==> config.mk <==
export PLATFORM = sky130hd
export DESIGN_NAME = fp_mul_result_buffer
export DESIGN_NICKNAME = d
export VERILOG_FILES = /design/src/rtl/fp_mul_pkg.sv /design/src/rtl/fp_fifo_sync.sv /design/src/rtl/fp_mul_result_buffer.sv
export SDC_FILE = /design/constraint.sdc
export NUM_CORES = 1
export LEC_CHECK = 0
export CAP_MARGIN = 10
export CORE_ASPECT_RATIO = 0.5
export CORE_MARGIN = 1.5
export CORE_UTILIZATION = 25
export DETAILED_ROUTE_END_ITERATION = 12
export PLACE_DENSITY = 0.42
export SETUP_SLACK_MARGIN = 0.1
export SKIP_LAST_GASP = 1
export SYNTH_ARGS = -nofsm -noshare
export SYNTH_HDL_FRONTEND = slang
export SYNTH_SLANG_ARGS = --single-unit
==> constraint.sdc <==
create_clock -name clk -period 6.1 [get_ports clk]
set_input_delay 0.61 -clock clk [delete_from_list [all_inputs] [get_ports clk]]
set_output_delay 0.61 -clock clk [all_outputs]
set_load 0.005 [all_outputs]
==> src/rtl/fp_mul_pkg.sv <==
// Shared types and constants for the FP32 multiplier back end.
// Holds the FP32 field layout, the result class encoding, the flag bit
// positions, the buffered entry layout and the classification helper.
package fp_mul_pkg;

    localparam int EXP_MSB = 30;
    localparam int EXP_LSB = 23;
    localparam int FRAC_W  = 23;
    localparam logic [7:0] EXP_ALL1 = 8'hFF;

    localparam int FLG_NAN  = 2;
    localparam int FLG_OVRF = 1;
    localparam int FLG_UDRF = 0;

    typedef enum logic [1:0] {
        CLS_NORMAL = 2'd0,
        CLS_ZERO   = 2'd1,
        CLS_INF    = 2'd2,
        CLS_NAN    = 2'd3
    } fp_class_e;

    typedef struct packed {
        logic [31:0] fp_z;
        logic [2:0]  flags;
        logic [2:0]  r_mode;
        fp_class_e   cls;
    } fp_entry_t;

    // Class is taken from the bit pattern only; the multiplier's NAN flag is
    // carried separately so the monitor can spot disagreements between them.
    // Subnormals fall through to normal.
    function automatic fp_class_e fp_classify(input logic [31:0] z);
        logic [7:0]        e;
        logic [FRAC_W-1:0] f;
        fp_class_e         c;
        e = z[EXP_MSB:EXP_LSB];
        f = z[FRAC_W-1:0];
        if (e == EXP_ALL1)
            c = (f != '0) ? CLS_NAN : CLS_INF;
        else if (e == 8'h00 && f == '0)
            c = CLS_ZERO;
        else
            c = CLS_NORMAL;
        return c;
    endfunction

endpackage

==> src/rtl/fp_fifo_sync.sv <==
// Generic single-clock FIFO.
// Ports:
//   clk, reset   - clock and synchronous active-high reset
//   push, wdata  - write request and data (ignored while full)
//   pop, rdata   - read request (ignored while empty) and head data
//   count        - occupancy, full / empty status
// rdata is read straight from storage at the read pointer; storage itself is
// not reset, so callers must qualify rdata with !empty.
module fp_fifo_sync #(
    parameter int WIDTH   = 8,
    parameter int DEPTH   = 8,
    parameter int PTR_W   = $clog2(DEPTH),
    parameter int COUNT_W = $clog2(DEPTH + 1)
) (
    input  logic               clk,
    input  logic               reset,
    input  logic               push,
    input  logic [WIDTH-1:0]   wdata,
    input  logic               pop,
    output logic [WIDTH-1:0]   rdata,
    output logic [COUNT_W-1:0] count,
    output logic               full,
    output logic               empty
);

    logic [WIDTH-1:0] mem [DEPTH];
    logic [PTR_W-1:0] wr_ptr;
    logic [PTR_W-1:0] rd_ptr;
    logic             push_ok;
    logic             pop_ok;

    assign full    = (count == COUNT_W'(DEPTH));
    assign empty   = (count == '0);
    assign push_ok = push && !full;
    assign pop_ok  = pop && !empty;
    assign rdata   = mem[rd_ptr];

    always_ff @(posedge clk) begin
        if (push_ok)
            mem[wr_ptr] <= wdata;
    end

    // DEPTH is a power of two, so the pointers wrap naturally.
    always_ff @(posedge clk) begin
        if (reset) begin
            wr_ptr <= '0;
            rd_ptr <= '0;
            count  <= '0;
        end else begin
            if (push_ok)
                wr_ptr <= wr_ptr + PTR_W'(1);
            if (pop_ok)
                rd_ptr <= rd_ptr + PTR_W'(1);
            case ({push_ok, pop_ok})
                2'b10:   count <= count + COUNT_W'(1);
                2'b01:   count <= count - COUNT_W'(1);
                default: count <= count;
            endcase
        end
    end

endmodule

==> src/rtl/fp_mul_result_buffer.sv <==
// Result buffer behind the FP32 multiplier.
// Captures each product with its {NAN, ovrf, udrf} flags, rounding mode and
// class into a DEPTH-entry FIFO presented on a valid/ready port, and keeps
// saturating statistics for the system monitor.
// Ports:
//   clk, reset                       - clock, synchronous active-high reset
//   in_valid, fp_Z, ovrf, udrf, NAN,
//   r_mode                           - multiplier result (never stalls)
//   in_ready                         - advisory not-full
//   out_valid, out_ready, out_data,
//   out_flags, out_rmode, out_class  - head entry and handshake
//   count                            - occupancy
//   ovrf_cnt, udrf_cnt, nan_cnt      - accepted entries per flag
//   drop_cnt, overrun                - entries lost to a full FIFO
//   clr_cnt                          - clears statistics and overrun
module fp_mul_result_buffer
    import fp_mul_pkg::*;
#(
    parameter int DEPTH = 8,
    parameter int CNT_W = 16
) (
    input  logic                       clk,
    input  logic                       reset,
    input  logic                       in_valid,
    input  logic [31:0]                fp_Z,
    input  logic                       ovrf,
    input  logic                       udrf,
    input  logic                       NAN,
    input  logic [2:0]                 r_mode,
    output logic                       in_ready,
    output logic                       out_valid,
    input  logic                       out_ready,
    output logic [31:0]                out_data,
    output logic [2:0]                 out_flags,
    output logic [2:0]                 out_rmode,
    output logic [1:0]                 out_class,
    output logic [$clog2(DEPTH+1)-1:0] count,
    output logic [CNT_W-1:0]           ovrf_cnt,
    output logic [CNT_W-1:0]           udrf_cnt,
    output logic [CNT_W-1:0]           nan_cnt,
    output logic [CNT_W-1:0]           drop_cnt,
    output logic                       overrun,
    input  logic                       clr_cnt
);

    localparam logic [CNT_W-1:0] CNT_MAX = {CNT_W{1'b1}};

    fp_entry_t wr_entry;
    fp_entry_t rd_entry;
    logic      full;
    logic      empty;
    logic      push;
    logic      pop;

    always_comb begin
        wr_entry                 = '0;
        wr_entry.fp_z            = fp_Z;
        wr_entry.flags[FLG_NAN]  = NAN;
        wr_entry.flags[FLG_OVRF] = ovrf;
        wr_entry.flags[FLG_UDRF] = udrf;
        wr_entry.r_mode          = r_mode;
        wr_entry.cls             = fp_classify(fp_Z);
    end

    assign push = in_valid && !full;
    assign pop  = out_valid && out_ready;

    fp_fifo_sync #(
        .WIDTH ($bits(fp_entry_t)),
        .DEPTH (DEPTH)
    ) u_fifo (
        .clk   (clk),
        .reset (reset),
        .push  (push),
        .wdata (wr_entry),
        .pop   (pop),
        .rdata (rd_entry),
        .count (count),
        .full  (full),
        .empty (empty)
    );

    // Storage is not reset, so the head fields are forced to zero while
    // empty; this keeps stale pre-reset data off the output port.
    assign in_ready  = !full;
    assign out_valid = !empty;
    assign out_data  = out_valid ? rd_entry.fp_z   : '0;
    assign out_flags = out_valid ? rd_entry.flags  : '0;
    assign out_rmode = out_valid ? rd_entry.r_mode : '0;
    assign out_class = out_valid ? rd_entry.cls    : '0;

    // Clear has priority over any same-cycle increment.
    always_ff @(posedge clk) begin
        if (reset || clr_cnt) begin
            ovrf_cnt <= '0;
            udrf_cnt <= '0;
            nan_cnt  <= '0;
            drop_cnt <= '0;
            overrun  <= 1'b0;
        end else begin
            if (push && ovrf && ovrf_cnt != CNT_MAX)
                ovrf_cnt <= ovrf_cnt + CNT_W'(1);
            if (push && udrf && udrf_cnt != CNT_MAX)
                udrf_cnt <= udrf_cnt + CNT_W'(1);
            if (push && NAN && nan_cnt != CNT_MAX)
                nan_cnt <= nan_cnt + CNT_W'(1);
            // A pop in the same cycle does not make room for this entry.
            if (in_valid && full) begin
                overrun <= 1'b1;
                if (drop_cnt != CNT_MAX)
                    drop_cnt <= drop_cnt + CNT_W'(1);
            end
        end
    end

endmodule

==> results of run 1 <==
==> final timing paths <==
check                                     start                 to  depth (start not counted)  slack (ns)
worst max-delay path                  flip-flop        out_data[3]                          5        2.11
worst max register to register  u_fifo.count[1]  u_fifo.mem[7][14]                          5        2.90
worst min register to register      udrf_cnt[5]        udrf_cnt[5]                          2        0.49
worst min-delay path                udrf_cnt[5]        udrf_cnt[5]                          2        0.49
==> layer usage <==
layer,wire length [µm],track usage,up-vias
li1,-,-,4443
met1,18400,0.162,5049
met2,20400,0.207,154
met3,1590,0.0237,58
met4,734,0.0293,0
met5,0,0,-
==> area by class of cell <==
class                           count  area, µm²  share of cell area
Clock buffer                       52       1100              0.0544
Clock inverter                     15        144             0.00712
Inverter                           10       37.5             0.00186
Multi-Input combinational cell    550       4960               0.246
Sequential cell                   398      11200               0.553
Tap cell                          884       1110              0.0548
Timing Repair Buffer              170       1670              0.0828
==> sequential cells by signal (all words and copies together), names as in the netlist, named ones only <==
| register | cells |
|---|---|
| ovrf_cnt | 16 |
| u_fifo.mem | 320 |
| u_fifo.wr_ptr | 3 |
| overrun | 1 |
| u_fifo.count | 4 |
| nan_cnt | 16 |
| udrf_cnt | 16 |
| drop_cnt | 16 |
| u_fifo.rd_ptr | 3 |
==> cells in the final DEF (no fill, tap or decap), types with 30 or more instances in the layout <==
| master | netlist | layout |
|---|---|---|
| nor2_1 | 60 | 56 |
| o31ai_1 | 31 | 31 |
| mux4_2 | 80 | 80 |
| mux2i_1 | 50 | 50 |
| nand2_1 | 42 | 42 |
| dfxtp_1 | 78 | 75 |
| edfxtp_1 | 320 | 320 |
| clkdlybuf4s50_1 | 0 | 153 |
| or4_1 | 30 | 30 |
| clkbuf_16 | 0 | 42 |
| a21oi_1 | 48 | 48 |
==> kinds of logic after synthesis <==
| family | Yosys count |
|---|---|
| fa+ha+maj | 9 |
| buf+inv | 65 |
| flops | 398 |
| xor+xnor | 7 |
| simple gates | 275 |
| mux | 130 |
| compound gates | 129 |
==> power groups by stage <==
stage          registers, mW  clock network (mW)  logic (mW)
2_1_floorplan           3.16                   0       0.994
3_3_place_gp            3.32                   0        1.59
3_5_place_dp            3.32                   0        1.60
4_1_cts                 3.27                2.47        1.61
5_1_grt                 3.28                2.57        1.70
6_report                3.25                2.39        1.55
==> worst min-delay path, delay by kind of cell (launching register included) <==
| kind | cells | cell delay [ns] |
|---|---|---|
| AND/OR/NAND/NOR | 1 | 0.07 |
| flip-flops | 1 | 0.34 |
| AO/OA/AOI/OAI | 1 | 0.05 |
==> metrics by stage <==
stage                     setup slack (ns)  total power, mW   util  hold slack, ns
final                                 2.11             7.19  0.312           0.491
after global routing                  1.77             7.56  0.312           0.509
after CTS                             1.90             7.35  0.311           0.493
after detailed placement              2.50             4.92  0.292           0.483
after global placement                2.50             4.91  0.292           0.476
after floorplan                      0.661             4.15      -           0.463
==> flow_summary.ini, run 1 <==
[logic_synthesis]
synth_nets = 1065
ys_ff_latch = 398
netlist.area_leader.share = 0.588
synth_cells = 1013
yosys.area.top_type = edfxtp_1
syn_area_per_cell_um2 = 16.1
synthTopCellsByArea = edfxtp_1 (59%), mux4_2 (11%), dfxtp_1 (9.6%)
synth_top_family_by_area = multiplexers
synthSimpleGateAreaFrac = 0.0964
synth_area_um2 = 16300
yosysWarnings = 0
async_reset_ff_frac = 0
synth_cell_type_count = 57
yosysMostFrequentCell = edfxtp_1
synth-seq-area-share = 0.684
synthMuxAreaShare = 0.141
synth-main-ff-cell = edfxtp_1
synth_xor_area_frac = 0.00375
ys_top_cells_by_count = edfxtp_1 (320), mux4_2 (80), dfxtp_1 (78), nor2_1 (60), mux2i_1 (50)
synth_compound_area_frac = 0.0512
yosys.area_share.adder = 0.00689
synth_edf_count = 320

[pwr]
clkPwrFrac = 0.332
ir_drop_v = 0.000232
intPower_mw = 5.28
pwr-share-seq = 0.452
combPwrFrac = 0.216
p_sw_frac = 0.266
p_leak_nw = 6.03
p_switching_mw = 1.91
powerDensity_nw_per_um2 = 356

[floorplan]
dieArea_um2 = 67000
die_h_um = 184
core.rowCount = 66
die_w_um = 365
ioPinCount = 154
start_util = 0.252
core_um2 = 64800

[sta]
rsz0062_at_grt = no
final-setup-viol-count = 0
clock_skew_ns = 0.0146
finalCriticalPeriod_ns = 3.99
max_freq_ghz = 0.250
period_share = 0.654
tightest_slew_ns = 1.14
hold_viol_final = 0
slew_headroom = 0.237
setup_tns_ns = 0
slew_viol_final = 0

[critical_path]
critPathBufInv = 2
critPathCaptureType = output port
cp_slowest_cell = dfxtp_4
crit_fanout = 45
critical-path-max-stage-delay_ns = 1.02
critPathKind = reg -> out
cp.arrival_ns = 3.38
cp-start-kind = flip-flop
critPathTopFamily = flip-flops
path_cells = buf_12 -> mux4_2 -> mux2i_1 -> nor2_1 -> clkdlybuf4s50_1
crit_required_ns = 5.49

[cts]
clock_latency_ns = 0.55
root_buffer = clkbuf_16
holdBufCountCts = 0
post_cts_buffers = 0
cts_buffers = 41
numClockSinks = 398
cts_resized = 0
cts_tree = yes
clk_pin_slew_ns = 0.06
htree_num_levels = 2
clock_path_buffers = 3

[cells_and_area]
design_area_um2 = 20200
final_nets = 1223
drive_gt1_frac = 0.145
area_growth_pct = 23.6
fillers = 6372
fin_cells = 2079
n_antenna_cell = 0

[drt]
wl_um = 41100
ant_nets = 0
route.detailed.drc = 0
detail_route.first_pass.iterations = 4
via_per_inst = 4.67
num_vias = 9704
routedWlPerCell_um = 19.8
dr.first_iter.drc_count = 607

[global_route]
grt_usage = 0.122
grt_first_pass_wirelength_um = 62300
grt_pass1_vias = 9990
grt_overflow = 0
grt_max_degree = 61
antenna_found_initial = 0

[placed_design]
placed_area_um2 = 18900
place.gp.congestion = 0.723
hpwl_um = 24600
port_buffers = 153
place_inst = 2012

[flow_run]
max_cap_viol_count = 0

[outcome]
status = completed

[hold_path]
min_path_type = reg -> reg
Power figures use the tool's default switching activity.
==> run 2: changes to the inputs <==
==> constraint.sdc (replaced) <==
create_clock -name clk -period 3.8 [get_ports clk]
set_input_delay 0.38 -clock clk [delete_from_list [all_inputs] [get_ports clk]]
set_output_delay 0.38 -clock clk [all_outputs]
set_load 0.005 [all_outputs]
==> run 2 against run 1 <==
Against the previous run:
- worst setup slack worse by 1.5 ns
- critical path depth did not move
- clock power is 70% higher
- register-to-register slack worse by 1.8 ns
- count of clock-buffer cells in the layout is 3 higher
- cell area up 1.2%
==> flow_summary.ini, run 2 (same netlist as run 1, synthesis figures left out) <==
[cts]
root_buffer = clkbuf_16
numClockSinks = 398
holdBufCountCts = 0
clock_path_buffers = 3
clock_latency_ns = 0.56
cts_buffers = 42
cts_resized = 0
htree_num_levels = 2
cts_tree = yes
clk_pin_slew_ns = 0.06
post_cts_buffers = 0

[placed_design]
place_ws_ns = 0.568
port_buffers = 153
place_inst = 2025
placed_area_um2 = 19100
hpwl_um = 25000
place.gp.congestion = 0.738

[sta]
period_share = 0.838
final-setup-viol-count = 0
finalCriticalPeriod_ns = 3.18
tightest_slew_ns = 1.05
hold_viol_final = 0
worst_slack_ns = 0.616
max_freq_ghz = 0.314
rsz0062_at_grt = no
whs_ns = 0.503
slew_headroom = 0.296
slew_viol_final = 0
clock_skew_ns = 0.0274

[cells_and_area]
final_nets = 1237
seq_area_um2 = 11200
layout_commonest_cell = edfxtp_1
n_antenna_cell = 0
area_growth_pct = 25.0
top_register = u_fifo.mem
multiInputGateArea_um2 = 4970
fin_cells = 2101
drive_gt1_frac = 0.159
layout_common_cells = edfxtp_1 (320), clkdlybuf4s50_1 (153), mux4_2 (80), dfxtp_1 (75), nor2_1 (56)
fillers = 6329
design_area_um2 = 20400
largest_reg_flops = 320

[global_route]
grt_max_degree = 44
grt_pass1_vias = 10100
grt_first_pass_wirelength_um = 62900
antenna_found_initial = 0
grt_overflow = 0
grt_usage = 0.124

[critical_path]
cp_slowest_cell = dfxtp_4
critical-path-max-stage-delay_ns = 0.74
r2r_cells = 9
critPathKind = reg -> out
crit_required_ns = 3.42
crit_fanout = 33
path_cells = buf_4 -> mux4_2 -> mux2i_1 -> nor2_1 -> clkdlybuf4s50_1
critPathBufInv = 2
critPathCaptureType = output port
cp-start-kind = flip-flop
cp.arrival_ns = 2.80
critPathTopFamily = buffers and inverters
cp.depth = 5

[floorplan]
die_w_um = 365
core.rowCount = 66
start_util = 0.252
dieArea_um2 = 67000
core_um2 = 64800
ioPinCount = 154
die_h_um = 184

[drt]
wl_um = 42100
ant_nets = 0
dr.first_iter.drc_count = 656
route.detailed.drc = 0
routedWlPerCell_um = 20.0
via_per_inst = 4.63
detail_route.first_pass.iterations = 4
num_vias = 9726

[flow_run]
max_cap_viol_count = 0

[pwr]
ir_drop_v = 0.000415
powerDensity_nw_per_um2 = 580
p_leak_nw = 6.16

[outcome]
status = completed

[hold_path]
min_path_type = reg -> reg
whs_path_depth = 2
run 2: changes by cell type in the layout (fill, tap and decap cells not counted), moves of 2 or more:
cell | previous run | this run
clkinv_2 | 2 | 9
buf_12 | 1 | 4
clkbuf_1 | 9 | 12
clkinv_1 | 8 | 6
bufinv_16 | 2 | 4
buf_4 | 16 | 26
run 2: area by class of cell:
cell class                      instances  area share
Multi-Input combinational cell        550       0.243
Inverter                               10     0.00184
Sequential cell                       398       0.547
Timing Repair Buffer                  183      0.0884
Clock buffer                           55      0.0543
Tap cell                              884      0.0541
Clock inverter                         21      0.0110
run 2: path summary, 6_finish.rpt:
| path | start | endpoint | slack [ns] |
|---|---|---|---|
| min reg2reg | ovrf_cnt[15] | ovrf_cnt[15] | 0.50 |
| min | ovrf_cnt[15] | ovrf_cnt[15] | 0.50 |
| max | flip-flop | out_data[5] | 0.62 |
| max reg2reg | u_fifo.count[1] | u_fifo.count[2] | 1.07 |
run 2: power by group:
| group | switching, mW | internal, mW | total, mW |
|---|---|---|---|
| Combinational | 1.28 | 1.42 | 2.70 |
| Clock | 1.72 | 2.34 | 4.06 |
| Sequential | 0.173 | 4.91 | 5.09 |
| Total | 3.17 | 8.67 | 11.8 |
run 2: metrics by stage:
| step | power, mW | utilization | setup TNS, ns |
|---|---|---|---|
| 3_5_place_dp | 7.98 | 0.295 | 0 |
| 6_report | 11.8 | 0.315 | 0 |
| 5_1_grt | 12.4 | 0.315 | 0 |
| 2_1_floorplan | 6.67 | - | -69.40 |
| 3_3_place_gp | 7.97 | 0.295 | 0 |
| 4_1_cts | 12.1 | 0.315 | 0 |
run 2: worst register-to-register path, cell delays in order, from the launching register on:
cell and delay [ns]:
dfxtp_1 0.44, or4b_1 0.60, nand2_2 0.23, ha_1 0.31
xor2_1 0.20, ha_1 0.19, a21oi_1 0.05, xor2_1 0.17
or3_1 0.31, a21oi_1 0.15
run 2: per-layer routing:
metal  share of wire  up-vias  track usage
met5               0        -            0
met1            0.45     5060        0.163
met2            0.49      124        0.212
li1                -     4472            -
met3           0.033       70       0.0223
met4           0.022        0       0.0327
==> run 3: changes to the inputs <==
--- a/config.mk
+++ b/config.mk
@@ -10,7 +10,7 @@
 export CORE_MARGIN = 1.5
 export CORE_UTILIZATION = 25
 export DETAILED_ROUTE_END_ITERATION = 12
-export PLACE_DENSITY = 0.42
+export PLACE_DENSITY = 0.44
 export SETUP_SLACK_MARGIN = 0.1
 export SKIP_LAST_GASP = 1
 export SYNTH_ARGS = -nofsm -noshare
==> constraint.sdc (replaced) <==
create_clock -name clk -period 2.9 [get_ports clk]
set_input_delay 0.29 -clock clk [delete_from_list [all_inputs] [get_ports clk]]
set_output_delay 0.29 -clock clk [all_outputs]
set_load 0.005 [all_outputs]
==> run 3 against run 2 <==
Against the previous run:
- cell area rose by 3.2%
- die area stayed put
- hold slack got worse by 0.099 ns
- wire length up 0.92%
- critical path depth rose by 1
- largest power group unchanged
- final cell count up 1.6%
- combinational power increased by 51%
==> flow_summary.ini, run 3 (same netlist as run 1, synthesis figures left out) <==
[cts]
clock_latency_ns = 0.55
root_buffer = clkbuf_16
cts_buffers = 42
numClockSinks = 398
cts_tree = yes
clock_path_buffers = 3
htree_num_levels = 2
holdBufCountCts = 0
clk_pin_slew_ns = 0.06

[pwr]
ir_drop_v = 0.000457
powerDensity_nw_per_um2 = 757
p_leak_nw = 6.72

[global_route]
grt_usage = 0.126
grt_pass1_vias = 10400
grt_first_pass_wirelength_um = 63900
grt_max_degree = 41
antenna_found_initial = 0
grt_overflow = 0

[drt]
top_layer = met4
dr.first_iter.drc_count = 574
routedLengthMet1_um = 18200
routedWlPerCell_um = 19.9
ant_nets = 0
detail_route.first_pass.iterations = 5
route.detailed.drc = 0
wl_um = 42500
num_vias = 9949
wl_met3_um = 1720
via_per_inst = 4.66
wl_met2_um = 21800

[floorplan]
dieArea_um2 = 67000
core_um2 = 64800
start_util = 0.252
die_h_um = 184
die_w_um = 365
ioPinCount = 154
core.rowCount = 66

[sta]
max_freq_ghz = 0.361
finalCriticalPeriod_ns = 2.77
slew_viol_final = 0
period_share = 0.955
clock_skew_ns = 0.0176
setup_tns_ns = 0
slew_headroom = 0.341
rsz0062_at_grt = yes
tightest_slew_ns = 0.979
hold_viol_final = 0
final-setup-viol-count = 0

[cells_and_area]
layout_commonest_cell = edfxtp_1
area_growth_pct = 29.1
drive_gt1_frac = 0.190
top_register = u_fifo.mem
layout_common_cells = edfxtp_1 (320), clkdlybuf4s50_1 (121), mux4_2 (80), dfxtp_1 (73), nor2_1 (56)
final_nets = 1275
fin_cells = 2135
n_antenna_cell = 0
largest_reg_flops = 320

[critical_path]
cp.arrival_ns = 2.48
crit_required_ns = 2.61
cp-start-kind = flip-flop
cp_slowest_cell = mux4_2
crit_fanout = 8
path_cells = buf_4 -> clkbuf_16 -> mux4_2 -> mux2i_1 -> nor2_1 -> clkdlybuf4s50_1
r2r_start = u_fifo.count[0]
critPathCaptureType = output port
critical-path-max-stage-delay_ns = 0.51
critPathKind = reg -> out

[hold_path]
min_path_type = in -> reg
hp-start = fp_Z[0]

[placed_design]
port_buffers = 153
place_inst = 2040
place.gp.congestion = 0.747
hpwl_um = 25200

[outcome]
status = completed

[flow_run]
max_cap_viol_count = 0
-- run 3: cell types whose count changed in the layout (fill, tap and decap cells not counted), sizes merged --
cell | before | now
buf | 30 | 65
bufbuf | 0 | 2
clkbuf | 55 | 56
clkdlybuf4s50 | 153 | 121
clkinv | 16 | 14
clkinvlp | 0 | 1
dlygate4sd2 | 0 | 15
dlymetal6s2s | 0 | 15
inv | 11 | 10
-- run 3: area by class of cell --
class | count | area [µm²]
Fill cell | 6286 | 43700
Sequential cell | 398 | 11200
Multi-Input combinational cell | 550 | 5030
Timing Repair Buffer | 221 | 2410
Clock buffer | 53 | 1110
Tap cell | 884 | 1110
Clock inverter | 19 | 218
Inverter | 10 | 37.5
-- run 3: final timing paths --
kind / depth (start not counted) / endpoint / slack (ns)
max: 6 / out_data[11] / 0.13
min: 1 / u_fifo.mem[1][8] / 0.40
max reg2reg: 8 / u_fifo.count[3] / 0.44
min reg2reg: 2 / udrf_cnt[5] / 0.49
-- run 3: worst max-delay path: cells and delay by family, from the launching register on --
kind          cells  cell delay [ns]
flops             1             0.41
buf+inv           3             0.82
simple gates      1             0.05
mux               2             0.65
-- run 3: timing repair --
item	4_1_cts	5_1_grt
hold endpoints to repair	0	0
gates cloned	3	1
buffers inserted	12	7
resized for setup	28	23
setup endpoints to repair	40	29
-- run 3: report_power, final --
part	internal (mW)	switching, mW	leakage [nW]	total [mW]
Sequential	6.44	0.155	3.57	6.60
Combinational	2.23	1.86	2.51	4.09
Clock	3.08	2.19	0.648	5.27
Total	11.8	4.21	6.72	16.0
-- run 3: through the flow --
step                hold WS [ns]  power [mW]  instance area, µm²  utilization  worst slack, ns
finish                     0.404        16.0               21100        0.325            0.129
global route               0.395        16.7               21100        0.325           0.0343
CTS                        0.390        16.2               21000        0.324          -0.0435
detailed placement         0.477        10.5               19400        0.299            0.267
global placement           0.480        10.5               19400        0.299            0.416
floorplan                  0.389        8.75               16400            -           -0.328
-- run 3: metal layers --
metal,vias to the layer above,track usage
met1,5152,0.159
met3,56,0.0255
met2,177,0.221
met4,0,0.0300
met5,-,0
li1,4564,-
